<file path="src/rtl/channel_selecter_seq.sv">
// -----------------------------------------------------------------------------
// channel_selecter_seq
//
// Registered N-channel, W-bit selector with a valid flag. The outputs are
// registered, so a downstream display or output stage sees a glitch-free
// selection.
//
// There are two modes:
//   MANUAL  SW picks a channel. 0, or any value above N, selects nothing.
//   SCAN    Round-robin over channels 1..N, presenting each one for DWELL
//           cycles. SW is ignored in this mode.
//
// O always tracks the live DIN of the selected channel. It is not a
// snapshot taken when the channel was chosen.
//
// Parameters
//   N      number of input channels (>= 2)
//   W      data width per channel (>= 1)
//   SW_W   select / channel-index width (2**SW_W > N)
//   DWELL  cycles spent on each channel in SCAN mode (>= 1)
//
// Ports
//   CLK   in   1      clock, rising edge
//   RST   in   1      asynchronous, active-high reset
//   DIN   in   N*W    channel data; channel k (1..N) = DIN[(k-1)*W +: W]
//   SW    in   SW_W   manual select; 0 or >N = none, 1..N = channel
//   MODE  in   1      0 = MANUAL, 1 = SCAN
//   O     out  W      selected data (registered)
//   EN    out  1      1 when O carries a valid channel (registered)
//   CH    out  SW_W   channel index currently driving O; 0 = none
// -----------------------------------------------------------------------------
module channel_selecter_seq #(
    parameter int N     = 3,
    parameter int W     = 3,
    parameter int SW_W  = 2,
    parameter int DWELL = 4
) (
    input  logic              CLK,
    input  logic              RST,
    input  logic [N*W-1:0]    DIN,
    input  logic [SW_W-1:0]   SW,
    input  logic              MODE,
    output logic [W-1:0]      O,
    output logic              EN,
    output logic [SW_W-1:0]   CH
);

    localparam int CNT_W = $clog2(DWELL) + 1;

    localparam logic [0:0] ST_MANUAL = 1'b0;
    localparam logic [0:0] ST_SCAN   = 1'b1;

    localparam logic [SW_W-1:0]  CH_FIRST = SW_W'(1);
    localparam logic [SW_W-1:0]  CH_LAST  = SW_W'(N);
    localparam logic [CNT_W-1:0] CNT_LAST = CNT_W'(DWELL - 1);

    // Unpack the flat data bus into one entry per channel (index 0 = channel 1).
    logic [W-1:0] chan_data [N];

    generate
        for (genvar gi = 0; gi < N; gi++) begin : g_chan
            assign chan_data[gi] = DIN[gi*W +: W];
        end
    endgenerate

    logic [0:0]       state_reg, state_next;
    logic [CNT_W-1:0] cnt_reg,   cnt_next;
    logic [SW_W-1:0]  ch_reg,    ch_next;
    logic [W-1:0]     o_reg,     o_next;
    logic             en_reg,    en_next;

    always_comb begin
        state_next = MODE ? ST_SCAN : ST_MANUAL;
        cnt_next   = '0;
        ch_next    = '0;
        en_next    = 1'b0;

        if (!MODE) begin
            // MANUAL, which includes the edge leaving SCAN. SW takes effect
            // immediately, so the scanned channel gets no extra cycle.
            if ((SW != '0) && (SW <= CH_LAST)) begin
                ch_next = SW;
                en_next = 1'b1;
            end
        end else if (state_reg == ST_MANUAL) begin
            // Entering SCAN always starts from channel 1 with a fresh dwell.
            ch_next = CH_FIRST;
            en_next = 1'b1;
        end else begin
            en_next = 1'b1;
            if (cnt_reg == CNT_LAST) begin
                cnt_next = '0;
                ch_next  = (ch_reg == CH_LAST) ? CH_FIRST : ch_reg + 1'b1;
            end else begin
                cnt_next = cnt_reg + 1'b1;
                ch_next  = ch_reg;
            end
        end

        // Data follows the new channel index. When nothing is selected, O is 0.
        o_next = '0;
        for (int k = 0; k < N; k++) begin
            if (ch_next == SW_W'(k + 1)) begin
                o_next = chan_data[k];
            end
        end
    end

    always_ff @(posedge CLK or posedge RST) begin
        if (RST) begin
            state_reg <= ST_MANUAL;
            cnt_reg   <= '0;
            ch_reg    <= '0;
            o_reg     <= '0;
            en_reg    <= 1'b0;
        end else begin
            state_reg <= state_next;
            cnt_reg   <= cnt_next;
            ch_reg    <= ch_next;
            o_reg     <= o_next;
            en_reg    <= en_next;
        end
    end

    assign O  = o_reg;
    assign EN = en_reg;
    assign CH = ch_reg;

endmodule

</file>
<file path="config.mk">
export PLATFORM = sky130hd
export DESIGN_NAME = channel_selecter_seq
export DESIGN_NICKNAME = d
export VERILOG_FILES = /design/src/rtl/channel_selecter_seq.sv
export SDC_FILE = /design/constraint.sdc
export NUM_CORES = 1
export LEC_CHECK = 0
export CAP_MARGIN = 15
export CORE_MARGIN = 3
export CORE_UTILIZATION = 39
export CTS_CLUSTER_DIAMETER = 30
export CTS_CLUSTER_SIZE = 24
export DETAILED_ROUTE_END_ITERATION = 8
export PLACE_DENSITY = 0.81
export SETUP_SLACK_MARGIN = 0.02
export SYNTH_ARGS = -nofsm -noshare
export SYNTH_HDL_FRONTEND = slang
export SYNTH_SLANG_ARGS = --single-unit
</file>
<file path="constraint.sdc">
create_clock -name CLK -period 1.7 [get_ports CLK]
set_clock_uncertainty 0.15 [all_clocks]
set_input_delay 0.17 -clock CLK [delete_from_list [all_inputs] [get_ports CLK]]
set_output_delay 0.17 -clock CLK [all_outputs]
set_load 0.01 [all_outputs]
</file>
==> results of run 1 <==
-- worst register-to-register path, stage by stage, from the launching register on --
cell      delay (ps)
dfrtp_1          410
ha_4             190
nand2b_4         130
nor2_1            90
o32ai_4          360
mux2i_1          240
-- path summary, 6_finish.rpt --
| path | start | endpoint | slack (ps) | depth (start not counted) |
|---|---|---|---|---|
| setup / recovery | cnt_reg[0] | O[0] | 60 | 5 |
| hold / removal | RST | CH[0] | 30 | 2 |
| setup reg to reg | cnt_reg[0] | O[0] | 60 | 5 |
| hold reg to reg | cnt_reg[0] | cnt_reg[0] | 330 | 1 |
| max in group asynchronous | RST | state_reg | 1090 | 2 |
| min in group CLK | cnt_reg[0] | cnt_reg[0] | 330 | 1 |
-- Yosys cell counts --
| library cell | number | area share |
|---|---|---|
| o21ai_0 | 3 | 0.024 |
| nand3_1 | 3 | 0.024 |
| or3_2 | 1 | 0.012 |
| buf_6 | 3 | 0.054 |
| a211oi_1 | 4 | 0.048 |
| inv_1 | 6 | 0.036 |
| a22o_2 | 3 | 0.048 |
| nand2_1 | 1 | 0.0060 |
| nand2b_4 | 1 | 0.022 |
| mux2i_1 | 4 | 0.064 |
| nor3b_1 | 3 | 0.036 |
| and4_2 | 1 | 0.016 |
| nor2_1 | 1 | 0.0060 |
| nor3_1 | 3 | 0.024 |
| o32ai_4 | 1 | 0.044 |
| a2111oi_0 | 3 | 0.042 |
| dfrtp_1 | 10 | 0.40 |
| or2_2 | 1 | 0.010 |
| and3b_1 | 1 | 0.014 |
| ha_1 | 2 | 0.040 |
| and2_1 | 1 | 0.010 |
| nor2b_2 | 1 | 0.014 |
-- area by class of cell --
class                   count  share of cell area
clock buffers               4              0.0377
inverters                   6              0.0234
multi-input cells          38               0.381
flip-flops and latches     10               0.260
well taps                  15              0.0195
repair buffers             29               0.278
-- timing repair --
action                                 4_1_cts  5_1_grt
hold buffers                                 0        0
setup buffers                                2        1
resized for setup                           10        3
setup endpoints to repair                    3        5
pin swaps                                    3        3
endpoints found under the hold margin        0        0
-- power by group through the flow --
stage | registers (mW) | logic, mW | clock network [mW]
5_1_grt | 0.266 | 0.189 | 0.234
4_1_cts | 0.265 | 0.173 | 0.221
3_3_place_gp | 0.267 | 0.155 | 0
3_5_place_dp | 0.268 | 0.158 | 0
6_report | 0.264 | 0.174 | 0.216
2_1_floorplan | 0.275 | 0.0670 | 0
-- kinds of logic after synthesis --
group,Yosys count
buffers and inverters,9
adders and majority gates,2
DFF,10
AOI/OAI and AO/OA,14
and+or+nand+nor,18
muxes,4
-- metrics by stage --
step / instance area (um^2) / cells
after floorplan: 632 / 57
after global placement: 860 / 95
after detailed placement: 860 / 95
after CTS: 947 / 101
after global routing: 962 / 102
final: 962 / 102
-- per-layer routing --
layer,wire length (um),part of all wire,GRT usage
met1,621,0.43,0.209
met2,737,0.51,0.245
met3,59,0.041,0.0395
met4,27,0.019,0.0682
met5,0,0,0
==> results.sh, run 1 <==
export IMPL_synthAdderAreaFrac=0.0402
export IMPL_gp_congestion=0.779
export IMPL_path_class="reg2reg"
export IMPL_internal_power_mw=0.489
export IMPL_die_width_um=45.9
export IMPL_cts_buffers=3
export IMPL_critPathTopFamily="flip-flops"
export IMPL_multi_input_comb_area_um2=367
export IMPL_power_frac_comb=0.266
export IMPL_ant_nets=0
export IMPL_drt_initial_drc_count=11
export IMPL_rsz0062_at_grt="yes"
export IMPL_dieHeight_um=45.9
export IMPL_p_leak_nw=0.407
export IMPL_grtUsageTotal=0.159
export IMPL_nets=104
export IMPL_syn_avg_cell_area_um2=10.9
export IMPL_cp_num_buf_inv=0
export IMPL_clkTransAtPathRegs_ps=70
export IMPL_syn_instance_count=57
export IMPL_totalWireLength_mm=1.45
export IMPL_worstPathMaxFanout=10
export IMPL_synth_xor_xnor_area_share=0
export IMPL_setup_tns_ps=0
export IMPL_synth_top_family_by_area="compound AO/OA/AOI/OAI gates"
export IMPL_n_fill_cell=110
export IMPL_areaGrowthSynthToFinish_pct=54.7
export IMPL_p_seq_frac=0.404
export IMPL_p_sw_mw=0.165
export IMPL_slew_violations=0
export IMPL_slowest_stage="dfrtp_1"
export IMPL_p_per_area_nw_per_um2=680
export IMPL_maxSlewHeadroom=0.736
export IMPL_ir_drop_mv=0.496
export IMPL_yosys_cell_types_count=22
export IMPL_dp_hpwl_mm=1.09
export IMPL_grt_pass1_wl_mm=2.37
export IMPL_drc=0
export IMPL_fin_ws_ps=59.2
export IMPL_dp_slack_ps=-119
export IMPL_cap_violations=0
export IMPL_via_per_inst=5.43
export IMPL_cp_start_kind="flop"
export IMPL_hold_path_class="in2async"
export IMPL_vias=554
export IMPL_max_stage_delay_ps=410
export IMPL_dieArea_um2=2110
export IMPL_fin_crit_sh=0.965
export IMPL_synth_yosys_seq_area_share=0.402
export IMPL_setup_viol=0
export IMPL_layout_common_cells="18 x clkdlybuf4s50_1, 10 x dfrtp_1, 10 x buf_4"
export IMPL_fin_util=0.688
export IMPL_cts_max_level=1
export IMPL_clock_power_share=0.330
export IMPL_grt_ovfl_total=0
export IMPL_start_util=0.445
export IMPL_cts_max_path_buffers=2
export IMPL_antenna_found_initial=0
export IMPL_end_kind="flop"
export IMPL_first_pass_iters=3
export IMPL_arrival_ps=1680
export IMPL_tritoncts="built"
export IMPL_synth_compound_gate_area_share=0.207
export IMPL_synth_seq_cells=10
export IMPL_ys_warn_count=0
export IMPL_crit_chain="ha_4 -> nand2b_4 -> nor2_1 -> o32ai_4 -> mux2i_1"
export IMPL_worst_pin_slew_ps=386
export IMPL_core_area_um2=1400
export IMPL_fmax_mhz=609
export IMPL_drive_above_1_share=0.356
export IMPL_mostFrequentLayoutCell="clkdlybuf4s50_1"
export IMPL_hold_violations=0
export IMPL_syn_nets=73
export IMPL_cts_sinks=10
export IMPL_post_route_min_period_ps=1640
export IMPL_io_pins=20
export IMPL_required_ps=1740
export IMPL_syn_area_um2=622
export IMPL_wl_per_cell_um=14.2
export IMPL_synthMuxAreaShare=0.0644
export IMPL_switching_share=0.252
export IMPL_status="complete, no violations"
export IMPL_whs_ps=27.2
export IMPL_row_count=13
export IMPL_insertedDiodeCount=0
export IMPL_synth_simple_area_share=0.195
export IMPL_clock_latency_ps=270
export IMPL_grt_start_max_net_pins=12
export IMPL_seqCellArea_um2=250
export IMPL_power_mw=0.654
export IMPL_ctsRootBufferMaster="clkbuf_4"
export IMPL_portBuffers=19
export IMPL_grt_pass1_vias=534
(Power assumes the default switching activity.)
==> run 2: changes to the inputs <==
--- a/config.mk
+++ b/config.mk
@@ -7,11 +7,12 @@
 export LEC_CHECK = 0
 export CAP_MARGIN = 15
 export CORE_MARGIN = 3
-export CORE_UTILIZATION = 39
+export CORE_UTILIZATION = 44
 export CTS_CLUSTER_DIAMETER = 30
 export CTS_CLUSTER_SIZE = 24
 export DETAILED_ROUTE_END_ITERATION = 8
-export PLACE_DENSITY = 0.81
+export GPL_TIMING_DRIVEN = 0
+export PLACE_DENSITY = 0.86
 export SETUP_SLACK_MARGIN = 0.02
 export SYNTH_ARGS = -nofsm -noshare
 export SYNTH_HDL_FRONTEND = slang
==> constraint.sdc (replaced) <==
create_clock -name CLK -period 1.55 [get_ports CLK]
set_clock_uncertainty 0.15 [all_clocks]
set_input_delay 0.155 -clock CLK [delete_from_list [all_inputs] [get_ports CLK]]
set_output_delay 0.155 -clock CLK [all_outputs]
set_load 0.01 [all_outputs]
==> results.sh, run 2 (synthesized netlist as in run 1, its figures left out) <==
export IMPL_status="finished with violations"
export IMPL_violations="setup timing"
export IMPL_slew_violations=0
export IMPL_totalWireLength_mm=1.98
export IMPL_dp_hpwl_mm=1.17
export IMPL_dieArea_um2=1900
export IMPL_nets=103
export IMPL_fin_crit_sh=1.13
export IMPL_insertedDiodeCount=0
export IMPL_end_kind="flop"
export IMPL_cts_buffers=3
export IMPL_arrival_ps=1730
export IMPL_cts_max_level=1
export IMPL_cp_start_kind="flop"
export IMPL_gp_congestion=0.803
export IMPL_io_pins=20
export IMPL_maxSlewHeadroom=0.754
export IMPL_p_sw_mw=0.197
export IMPL_vias=637
export IMPL_grt_ovfl_total=0
export IMPL_dieHeight_um=43.6
export IMPL_dp_slack_ps=-391
export IMPL_n_fill_cell=65
export IMPL_final_cells=99
export IMPL_fin_util=0.840
export IMPL_via_per_inst=6.43
export IMPL_clock_latency_ps=260
export IMPL_grt_pass1_wl_mm=3.16
export IMPL_hold_path_class="in2async"
export IMPL_rsz0062_at_grt="yes"
export IMPL_grt_start_max_net_pins=11
export IMPL_internal_power_mw=0.490
export IMPL_grt_pass1_vias=650
export IMPL_setup_viol=5
export IMPL_p_leak_nw=0.423
export IMPL_antenna_found_initial=0
export IMPL_hold_violations=0
export IMPL_rrSetupSlack_ps=-200
export IMPL_p_per_area_nw_per_um2=673
export IMPL_drt_initial_drc_count=30
export IMPL_power_mw=0.687
export IMPL_worstPathMaxFanout=3
export IMPL_switching_share=0.286
export IMPL_ff2ff_path_depth=6
export IMPL_start_util=0.511
export IMPL_cts_sinks=10
export IMPL_portBuffers=19
export IMPL_whs_ps=20.2
export IMPL_clkTransAtPathRegs_ps=70
export IMPL_path_class="reg2reg"
export IMPL_grtUsageTotal=0.231
export IMPL_mostFrequentLayoutCell="clkdlybuf4s50_1"
export IMPL_fmax_mhz=573
export IMPL_row_count=12
export IMPL_cap_violations=0
export IMPL_power_frac_comb=0.310
export IMPL_fin_ws_ps=-197
export IMPL_clock_power_share=0.265
export IMPL_first_pass_iters=6
export IMPL_worst_pin_slew_ps=359
export IMPL_required_ps=1540
export IMPL_ant_nets=0
export IMPL_cts_max_path_buffers=2
export IMPL_die_width_um=43.6
export IMPL_p_seq_frac=0.426
export IMPL_areaGrowthSynthToFinish_pct=64.2
export IMPL_place_inst=90
export IMPL_ir_drop_mv=0.522
export IMPL_tritoncts="built"
export IMPL_drc=0
export IMPL_core_area_um2=1220
export IMPL_drive_above_1_share=0.376
export IMPL_post_route_min_period_ps=1750
export IMPL_ctsRootBufferMaster="clkbuf_4"
export IMPL_wl_per_cell_um=20.0
export IMPL_layout_common_cells="17 x clkdlybuf4s50_1, 10 x dfrtp_1, 5 x inv_1, 5 x buf_4, 4 x mux2i_1"
export IMPL_holdBufCountCts=0
run 2: changes by cell type in the layout (fill, tap and decap cells not counted), moves of 2 or more:
| cell | change |
|---|---|
| a211oi_1 | -2 |
| buf_4 | -5 |
| a211oi_2 | +2 |
| a2111oi_0 | -2 |
| buf_6 | +2 |
run 2: final timing paths:
kind / start / endpoint
max in group asynchronous: RST / cnt_reg[1]
min in group CLK: MODE / state_reg
max: CH[1] / O[1]
min reg2reg: cnt_reg[0] / cnt_reg[0]
min: RST / O[0]
max reg2reg: CH[1] / O[1]
run 2: cell type report:
class	instances	area [um^2]	area share
multi-input cells	38	407	0.398
repair buffers	25	262	0.256
flip-flops and latches	10	250	0.245
plain buffers	3	37.5	0.0368
inverters	6	25.0	0.0245
clock buffers	3	22.5	0.0221
well taps	14	17.5	0.0172
run 2: power groups by stage:
stage               registers [mW]  logic, mW  clock network, mW
floorplan                    0.303     0.0779                  0
global placement             0.295      0.164                  0
detailed placement           0.296      0.170                  0
CTS                          0.291      0.196              0.177
global route                 0.294      0.224              0.197
finish                       0.292      0.213              0.182
run 2: routing by layer:
layer  share of wire  global-route usage
met5               0                   0
met4           0.057               0.127
met3            0.10              0.0581
met2            0.47               0.401
met1            0.37               0.253
run 2: through the flow:
| stage | cell area (um^2) | setup TNS [ps] |
|---|---|---|
| CTS | 991 | -277 |
| global placement | 858 | -1050 |
| detailed placement | 858 | -1380 |
| global route | 1020 | -987 |
| floorplan | 651 | -288 |
| finish | 1020 | -686 |
run 2: repair_timing:
| action | CTS | global route |
|---|---|---|
| setup endpoints to repair | 6 | 6 |
| pin swaps | 6 | 2 |
| setup buffers | 3 | 2 |
| gates resized for setup | 15 | 3 |
| cloned | 1 | 0 |
run 2: critical path, stage by stage (launching register included):
cell and delay, ps:
dfrtp_1 420, inv_4 80, ha_4 200, nor3b_4 340, a2111oi_1 100, nor3_1 220
mux2i_1 110
